## src/rtl/cva6_mt_pkg.sv

```systemverilog
// Purpose : shared multithreading types for the CVA6 frontend, scheduler and scoreboard.
// Latency : n/a (types, parameters and helpers only).
// Backpressure: n/a.
package cva6_mt_pkg;

  // Thread-id width for a given context count; a single context still needs one bit.
  function automatic int unsigned tid_width(input int unsigned n);
    return (n > 1) ? $clog2(n) : 1;
  endfunction

  localparam int unsigned NumThreadsDflt = 4;
  localparam int unsigned TidWDflt       = tid_width(NumThreadsDflt);

  typedef logic [TidWDflt-1:0] tid_t;

  typedef enum logic {
    SCHED_RR     = 1'b0,
    SCHED_ICOUNT = 1'b1
  } sched_policy_e;

endpackage

```

## src/rtl/thread_prio_pick.sv

```systemverilog
// Purpose : rotating-priority find-first over a thread mask, searching from start and wrapping.
// Latency : purely combinational.
// Backpressure: none; the result follows mask/start in the same cycle.
// Ports   : mask (candidate threads), start (highest-priority index),
//           found (any bit set), idx (winning thread, 0 when none).
module thread_prio_pick #(
  parameter int unsigned NumThreads = 4,
  parameter int unsigned TidW       = 2
) (
  input  logic [NumThreads-1:0] mask,
  input  logic [TidW-1:0]       start,
  output logic                  found,
  output logic [TidW-1:0]       idx
);

  // Duplicating the mask lets a plain right shift express the wrap-around.
  logic [2*NumThreads-1:0] dbl;
  logic [2*NumThreads-1:0] rot;

  always_comb begin
    dbl   = {mask, mask};
    rot   = dbl >> start;
    found = 1'b0;
    idx   = '0;
    for (int off = 0; off < NumThreads; off++) begin
      if (!found && rot[off]) begin
        found = 1'b1;
        idx   = TidW'((int'(start) + off) % NumThreads);
      end
    end
  end

endmodule

```

## src/rtl/cva6_thread_scheduler.sv

```systemverilog
// Purpose : per-cycle fetch-thread selector (round-robin or ICOUNT) with per-thread in-flight counters.
// Latency : selection is combinational from registered state; counter/grant updates visible next cycle.
// Backpressure: last_grant advances only on sel_valid_o & fetch_ready_i, so a stalled offer holds.
// Ports   : thread_en_i/thread_stall_i gate eligibility; sel_valid_o/sel_tid_o is the offer;
//           issue_*/commit_*/flush_* maintain inflight_o; err_o flags counter over/underflow (sticky).
module cva6_thread_scheduler
  import cva6_mt_pkg::*;
#(
  parameter int unsigned NumThreads    = 4,
  parameter int unsigned MaxInflight   = 8,
  parameter int unsigned NrCommitPorts = 2,
  parameter int unsigned Policy        = 0,
  parameter int unsigned TidW          = tid_width(NumThreads),
  parameter int unsigned CntW          = $clog2(MaxInflight + 1)
) (
  input  logic                            clk_i,
  input  logic                            rst_ni,
  input  logic [NumThreads-1:0]           thread_en_i,
  input  logic [NumThreads-1:0]           thread_stall_i,
  input  logic                            fetch_ready_i,
  output logic                            sel_valid_o,
  output logic [TidW-1:0]                 sel_tid_o,
  input  logic                            issue_i,
  input  logic [TidW-1:0]                 issue_tid_i,
  input  logic [NrCommitPorts-1:0]        commit_i,
  input  logic [NrCommitPorts*TidW-1:0]   commit_tid_i,
  input  logic                            flush_i,
  input  logic [TidW-1:0]                 flush_tid_i,
  output logic [NumThreads*CntW-1:0]      inflight_o,
  output logic [NumThreads-1:0]           err_o
);

  localparam sched_policy_e PolicyE = sched_policy_e'(Policy[0]);
  localparam logic [CntW-1:0] MaxCnt = CntW'(MaxInflight);
  localparam int unsigned DecW = $clog2(NrCommitPorts + 1);
  localparam int unsigned UpW  = (CntW + 1 > DecW) ? CntW + 1 : DecW;

  logic [CntW-1:0]       cnt [NumThreads];
  logic [NumThreads-1:0] elig;
  logic [TidW-1:0]       last_grant;
  logic [TidW-1:0]       start;
  logic                  pick_found;
  logic [TidW-1:0]       pick_idx;

  always_comb begin
    for (int t = 0; t < NumThreads; t++) begin
      elig[t] = thread_en_i[t] & ~thread_stall_i[t] & (cnt[t] < MaxCnt);
    end
  end

  // Search starts just after the last accepted grant, wrapping to 0.
  assign start = (last_grant == TidW'(NumThreads - 1)) ? '0 : last_grant + 1'b1;

  generate
    if (PolicyE == SCHED_ICOUNT) begin : g_icount
      logic [CntW-1:0]       min_cnt;
      logic [NumThreads-1:0] min_mask;

      // Eligible threads are always below MaxCnt, so MaxCnt is a safe starting minimum.
      always_comb begin
        min_cnt = MaxCnt;
        for (int t = 0; t < NumThreads; t++) begin
          if (elig[t] && (cnt[t] < min_cnt)) min_cnt = cnt[t];
        end
        for (int t = 0; t < NumThreads; t++) begin
          min_mask[t] = elig[t] && (cnt[t] == min_cnt);
        end
      end

      thread_prio_pick #(.NumThreads(NumThreads), .TidW(TidW)) u_pick_ic (
        .mask  (min_mask),
        .start (start),
        .found (pick_found),
        .idx   (pick_idx)
      );
    end else begin : g_rr
      thread_prio_pick #(.NumThreads(NumThreads), .TidW(TidW)) u_pick_rr (
        .mask  (elig),
        .start (start),
        .found (pick_found),
        .idx   (pick_idx)
      );
    end
  endgenerate

  // A non-empty minimum mask exists exactly when some thread is eligible.
  assign sel_valid_o = pick_found;
  assign sel_tid_o   = pick_found ? pick_idx : '0;

  always_ff @(posedge clk_i or negedge rst_ni) begin
    if (!rst_ni) begin
      last_grant <= TidW'(NumThreads - 1);
    end else if (pick_found && fetch_ready_i) begin
      last_grant <= pick_idx;
    end
  end

  // Tids outside 0..NumThreads-1 match no thread below and are therefore ignored.
  for (genvar t = 0; t < NumThreads; t++) begin : g_cnt
    logic            inc;
    logic [DecW-1:0] dec;
    logic [UpW-1:0]  up;
    logic [UpW-1:0]  diff;
    logic [CntW-1:0] nxt;
    logic            err_set;
    logic [CntW-1:0] cnt_q;
    logic            err_q;

    always_comb begin
      inc = issue_i && (issue_tid_i == TidW'(t));
      dec = '0;
      for (int p = 0; p < NrCommitPorts; p++) begin
        if (commit_i[p] && (commit_tid_i[p*TidW +: TidW] == TidW'(t))) dec = dec + DecW'(1);
      end
      up      = UpW'(cnt_q) + UpW'(inc);
      diff    = up - UpW'(dec);
      nxt     = cnt_q;
      err_set = 1'b0;
      if (flush_i && (flush_tid_i == TidW'(t))) begin
        nxt = '0;
      end else if (UpW'(dec) > up) begin
        nxt     = '0;
        err_set = 1'b1;
      end else if (diff > UpW'(MaxInflight)) begin
        nxt     = MaxCnt;
        err_set = 1'b1;
      end else begin
        nxt = CntW'(diff);
      end
    end

    always_ff @(posedge clk_i or negedge rst_ni) begin
      if (!rst_ni) begin
        cnt_q <= '0;
        err_q <= 1'b0;
      end else begin
        cnt_q <= nxt;
        err_q <= err_q | err_set;
      end
    end

    assign cnt[t]                    = cnt_q;
    assign inflight_o[t*CntW +: CntW] = cnt_q;
    assign err_o[t]                  = err_q;
  end

endmodule
```

## config.mk

```make
export PLATFORM = sky130hd
export DESIGN_NAME = cva6_thread_scheduler
export DESIGN_NICKNAME = d
export VERILOG_FILES = /design/src/rtl/cva6_mt_pkg.sv /design/src/rtl/thread_prio_pick.sv /design/src/rtl/cva6_thread_scheduler.sv
export SDC_FILE = /design/constraint.sdc
export NUM_CORES = 1
export LEC_CHECK = 0
export BUFFER_PORTS_ARGS = -buffer_cell sky130_fd_sc_hd__buf_4
export CELL_PAD_IN_SITES_DETAIL_PLACEMENT = 0
export CELL_PAD_IN_SITES_GLOBAL_PLACEMENT = 2
export CORE_AREA = 4 4 97 99
export CTS_BUF_LIST = sky130_fd_sc_hd__clkbuf_16
export DETAILED_ROUTE_END_ITERATION = 8
export DIE_AREA = 0 0 101 103
export MAX_ROUTING_LAYER = met4
export PLACE_DENSITY_LB_ADDON = 0.1
export RECOVER_POWER = 100
export SKIP_LAST_GASP = 1
export SLEW_MARGIN = 30
export SYNTH_ARGS = -nofsm -noshare
export SYNTH_HDL_FRONTEND = slang
export SYNTH_SLANG_ARGS = --single-unit
```

## constraint.sdc

```tcl
create_clock -name clk_i -period 7.1 [get_ports clk_i]
set_input_delay 0.71 -clock clk_i [delete_from_list [all_inputs] [get_ports clk_i]]
set_output_delay 0.71 -clock clk_i [all_outputs]
set_load 0.05 [all_outputs]
```

==> out/results.ini <==
[power]
irDropWorstVdd_uv = 154
power.switching_fraction_pct = 52.1
cellLeakagePower_nw = 1.13
seq_power_share_pct = 25.9
powerDensity_nw_per_um2 = 376
internal_power_mw = 0.451
comb_power_share_pct = 61.1
switchingPower_mw = 0.490
power.clock.fraction_pct = 13.0

[clock_network]
cts.sinks = 22
clock_tree.buffer_depth = 2
clock_tree_from_tritoncts = yes
cts_hold_buffers = 0
tritoncts.num_buffers = 3
ctsResizeCount = 0
cts.clk_slew.worst_paths_ns = 0.06
post-cts-setup-buffers = 0
root_buffer = sky130_fd_sc_hd__clkbuf_16
insertion_delay_ns = 0.25
htree_levels = 1

[setup_path]
crit_required_ns = 6.39
reg2reg_from = g_cnt[1].cnt_q[0]
cp.arrival_ns = 2.48
setup.worst_path.start_class = input pin
worstReg2RegEnd = g_cnt[1].err_q
critPathMaxFanout = 5
setup.reg_to_reg.worst_slack_ns = 4.41
critPathCaptureType = primary output
worst_r2r_path_depth = 8
setup.worst_path.class = in2out

[synthesis]
synth_area_sq_um = 2110
mapped_cells = 230
yosysTopAreaCell = sky130_fd_sc_hd__dfrtp_1
synth_commonest_cells = sky130_fd_sc_hd__ha_1, sky130_fd_sc_hd__dfrtp_1, sky130_fd_sc_hd__nor3_1, sky130_fd_sc_hd__inv_1, sky130_fd_sc_hd__nand3_1
synth_simple_gate_area_share_pct = 27.3
synth_xor_area_share_pct = 9.25
yosys.area_share.adder_pct = 16.3
synth_top_area_share_pct = 23.7
synth_compound_area_share_pct = 14.9
synthArstFlopShare_pct = 100
synth_edf_count = 0
synth.net_count = 278
biggest_area_contributors_in_the_synthesized_netlist = sky130_fd_sc_hd__dfrtp_1, sky130_fd_sc_hd__ha_1, sky130_fd_sc_hd__nor3_1
post_synth_num_cell_types = 46
synth.most_common_cell = sky130_fd_sc_hd__ha_1
synth_top_family_by_area = simple AND/OR/NAND/NOR gates
postSynthRegisterBits = 22
per_instance_average_area_after_synthesis_sq_um = 9.17
muxShareOfSynthArea_pct = 0.534
synth_seq_area_share_pct = 26.2
synth_ff_type = sky130_fd_sc_hd__dfrtp_1
synthesis.yosys.warnings = 0

[routing]
post-route-drc-count = 0
drtIter0Drc = 58
wirelength_um = 5410
num_vias = 1822
avgViaCountPerCell = 4.83
post_route_ant_nets = 0
dr.pass1.iters = 4
wire_per_inst_um = 14.3

[outcome]
status = finished, final reports clean

[worst_hold_path]
worstHoldStart = last_grant[0]
timing.hold.worst.class = reg2reg
hold_path_end = last_grant[0]
cell_depth_of_the_worst_min_delay_path = 2

[placement]
dpl-instance-area_sq_um = 2520
place_hpwl_um = 4500
globalplace.congestion = 0.779
placement.setup.worst_slack_ns = 3.78
portBuffers = 45

[grt]
track_usage_pct = 10.9
maximum_number_of_pins_on_one_net_before_global_route_repair = 23
grt_antenna_before_repair = 0
number_of_global_route_vias_before_repair = 1762
global_route_wire_length_before_repair_um = 8680
grt_remaining_overflow = 0

[timing]
maxSlewHeadroom_pct = 12.0
timing.final.hold_violations = 0
max_clock_freq_mhz = 314
timing.final.ws_setup_ns = 3.91
final_period_minus_worst_setup_slack_ns = 3.19
max_slew.worst_pin.slew_ns = 1.32
setup_viol_count_final = 0
fin_tns_setup_ns = 0
period_share_pct = 44.9
report.final.slew_viol_count = 0
finClkSkew_ns = 0.00325
rsz0062_at_grt = false

[floorplanning]
fp.coreArea_sq_um = 8550
fp.dieArea_sq_um = 10400
placement_rows = 34
die_width_um = 101
floorplan.io_pins = 46
die-height_um = 103
start_util_pct = 24.7

[finish]
syn_to_final_growth_pct = 18.4
multi_input_comb_area_sq_um = 1430
postLayoutCellArea_sq_um = 2500
seq_area_sq_um = 553
layout-drive-gt1-share_pct = 13.4
insertedDiodeCount = 0
fillCellCount = 919
nets_final = 318

[flow_run]
max-cap-violations = 0

[worst max-delay path by stage]
stage	cells after the start	endpoint	start	slack, ns
final	5	sel_tid_o[1]	thread_stall_i[3]	3.91
after detailed placement	9	g_cnt[0].cnt_q[0]	commit_tid_i[1]	3.78
after floorplan	9	g_cnt[1].cnt_q[0]	issue_i	4.16
after CTS	9	g_cnt[0].cnt_q[0]	commit_tid_i[1]	4.04
after global routing	10	g_cnt[1].err_q	issue_tid_i[1]	3.73
after global placement	10	g_cnt[0].cnt_q[0]	issue_tid_i[1]	3.73
[flip-flops by register name, indices dropped and copies added (netlist names)]
signal	flops
g_cnt.cnt_q	16
g_cnt.err_q	4
last_grant	2
[layout by cell type, fill, tap and decap left out, drive strengths merged, types with 6 or more instances in the layout]
| cell type | instances |
|---|---|
| and3b | 6 |
| dfrtp | 20 |
| o31ai | 7 |
| and3 | 13 |
| inv | 16 |
| nand2 | 8 |
| nor3 | 18 |
| o21ai | 6 |
| nor3b | 8 |
| xor2 | 8 |
| nand3 | 14 |
| nor2 | 11 |
| ha | 21 |
| clkbuf | 30 |
| a21oi | 7 |
| buf | 18 |
[worst max-delay path, cell delays in order]
cell and delay [ns]:
sky130_fd_sc_hd__clkbuf_4 0.11, sky130_fd_sc_hd__nor3b_1 0.74, sky130_fd_sc_hd__o21ai_0 0.21, sky130_fd_sc_hd__a21oi_1 0.22
sky130_fd_sc_hd__clkbuf_1 0.49
[layer usage]
| metal | wire (um) | global-route usage, % |
|---|---|---|
| met1 | 2650 | 14.1 |
| met2 | 2540 | 17.9 |
| met3 | 177 | 1.89 |
| met4 | 40 | 2.45 |
| met5 | 0 | - |
[power by group through the flow]
stage | clock (mW) | combinational (mW) | sequential (mW)
detailed placement | 0 | 0.616 | 0.249
finish | 0.122 | 0.575 | 0.244
global route | 0.134 | 0.633 | 0.255
CTS | 0.129 | 0.620 | 0.248
global placement | 0 | 0.627 | 0.253
floorplan | 0 | 0.370 | 0.331
[stage by stage]
step | hold slack [ns] | total power, mW | utilization, % | instances
global route | 0.536 | 1.02 | 29.2 | 377
finish | 0.498 | 0.941 | 29.2 | 377
global placement | 0.487 | 0.880 | 29.5 | 373
floorplan | 0.414 | 0.701 | - | 230
detailed placement | 0.495 | 0.865 | 29.5 | 373
CTS | 0.357 | 0.996 | 30.5 | 377
[cell families (layout without fill, tap and decap cells)]
kind of cell,count (synthesis),in the layout
AND/OR/NAND/NOR,98,98
AO/OA/AOI/OAI,42,42
buffers and inverters,26,65
adder cells (fa/ha/maj),25,25
flip-flops,22,22
XOR/XNOR,16,16
multiplexers,1,1
[final cells by class]
class / instances / share of cell area (%)
inverter: 16 / 2.40
clock inverter: 1 / 0.150
tap: 108 / 5.41
timing repair buffer: 45 / 9.61
multi-input combinational: 182 / 57.3
clock buffer: 3 / 3.00
sequential: 22 / 22.1
Power figures use the tool's default switching activity.
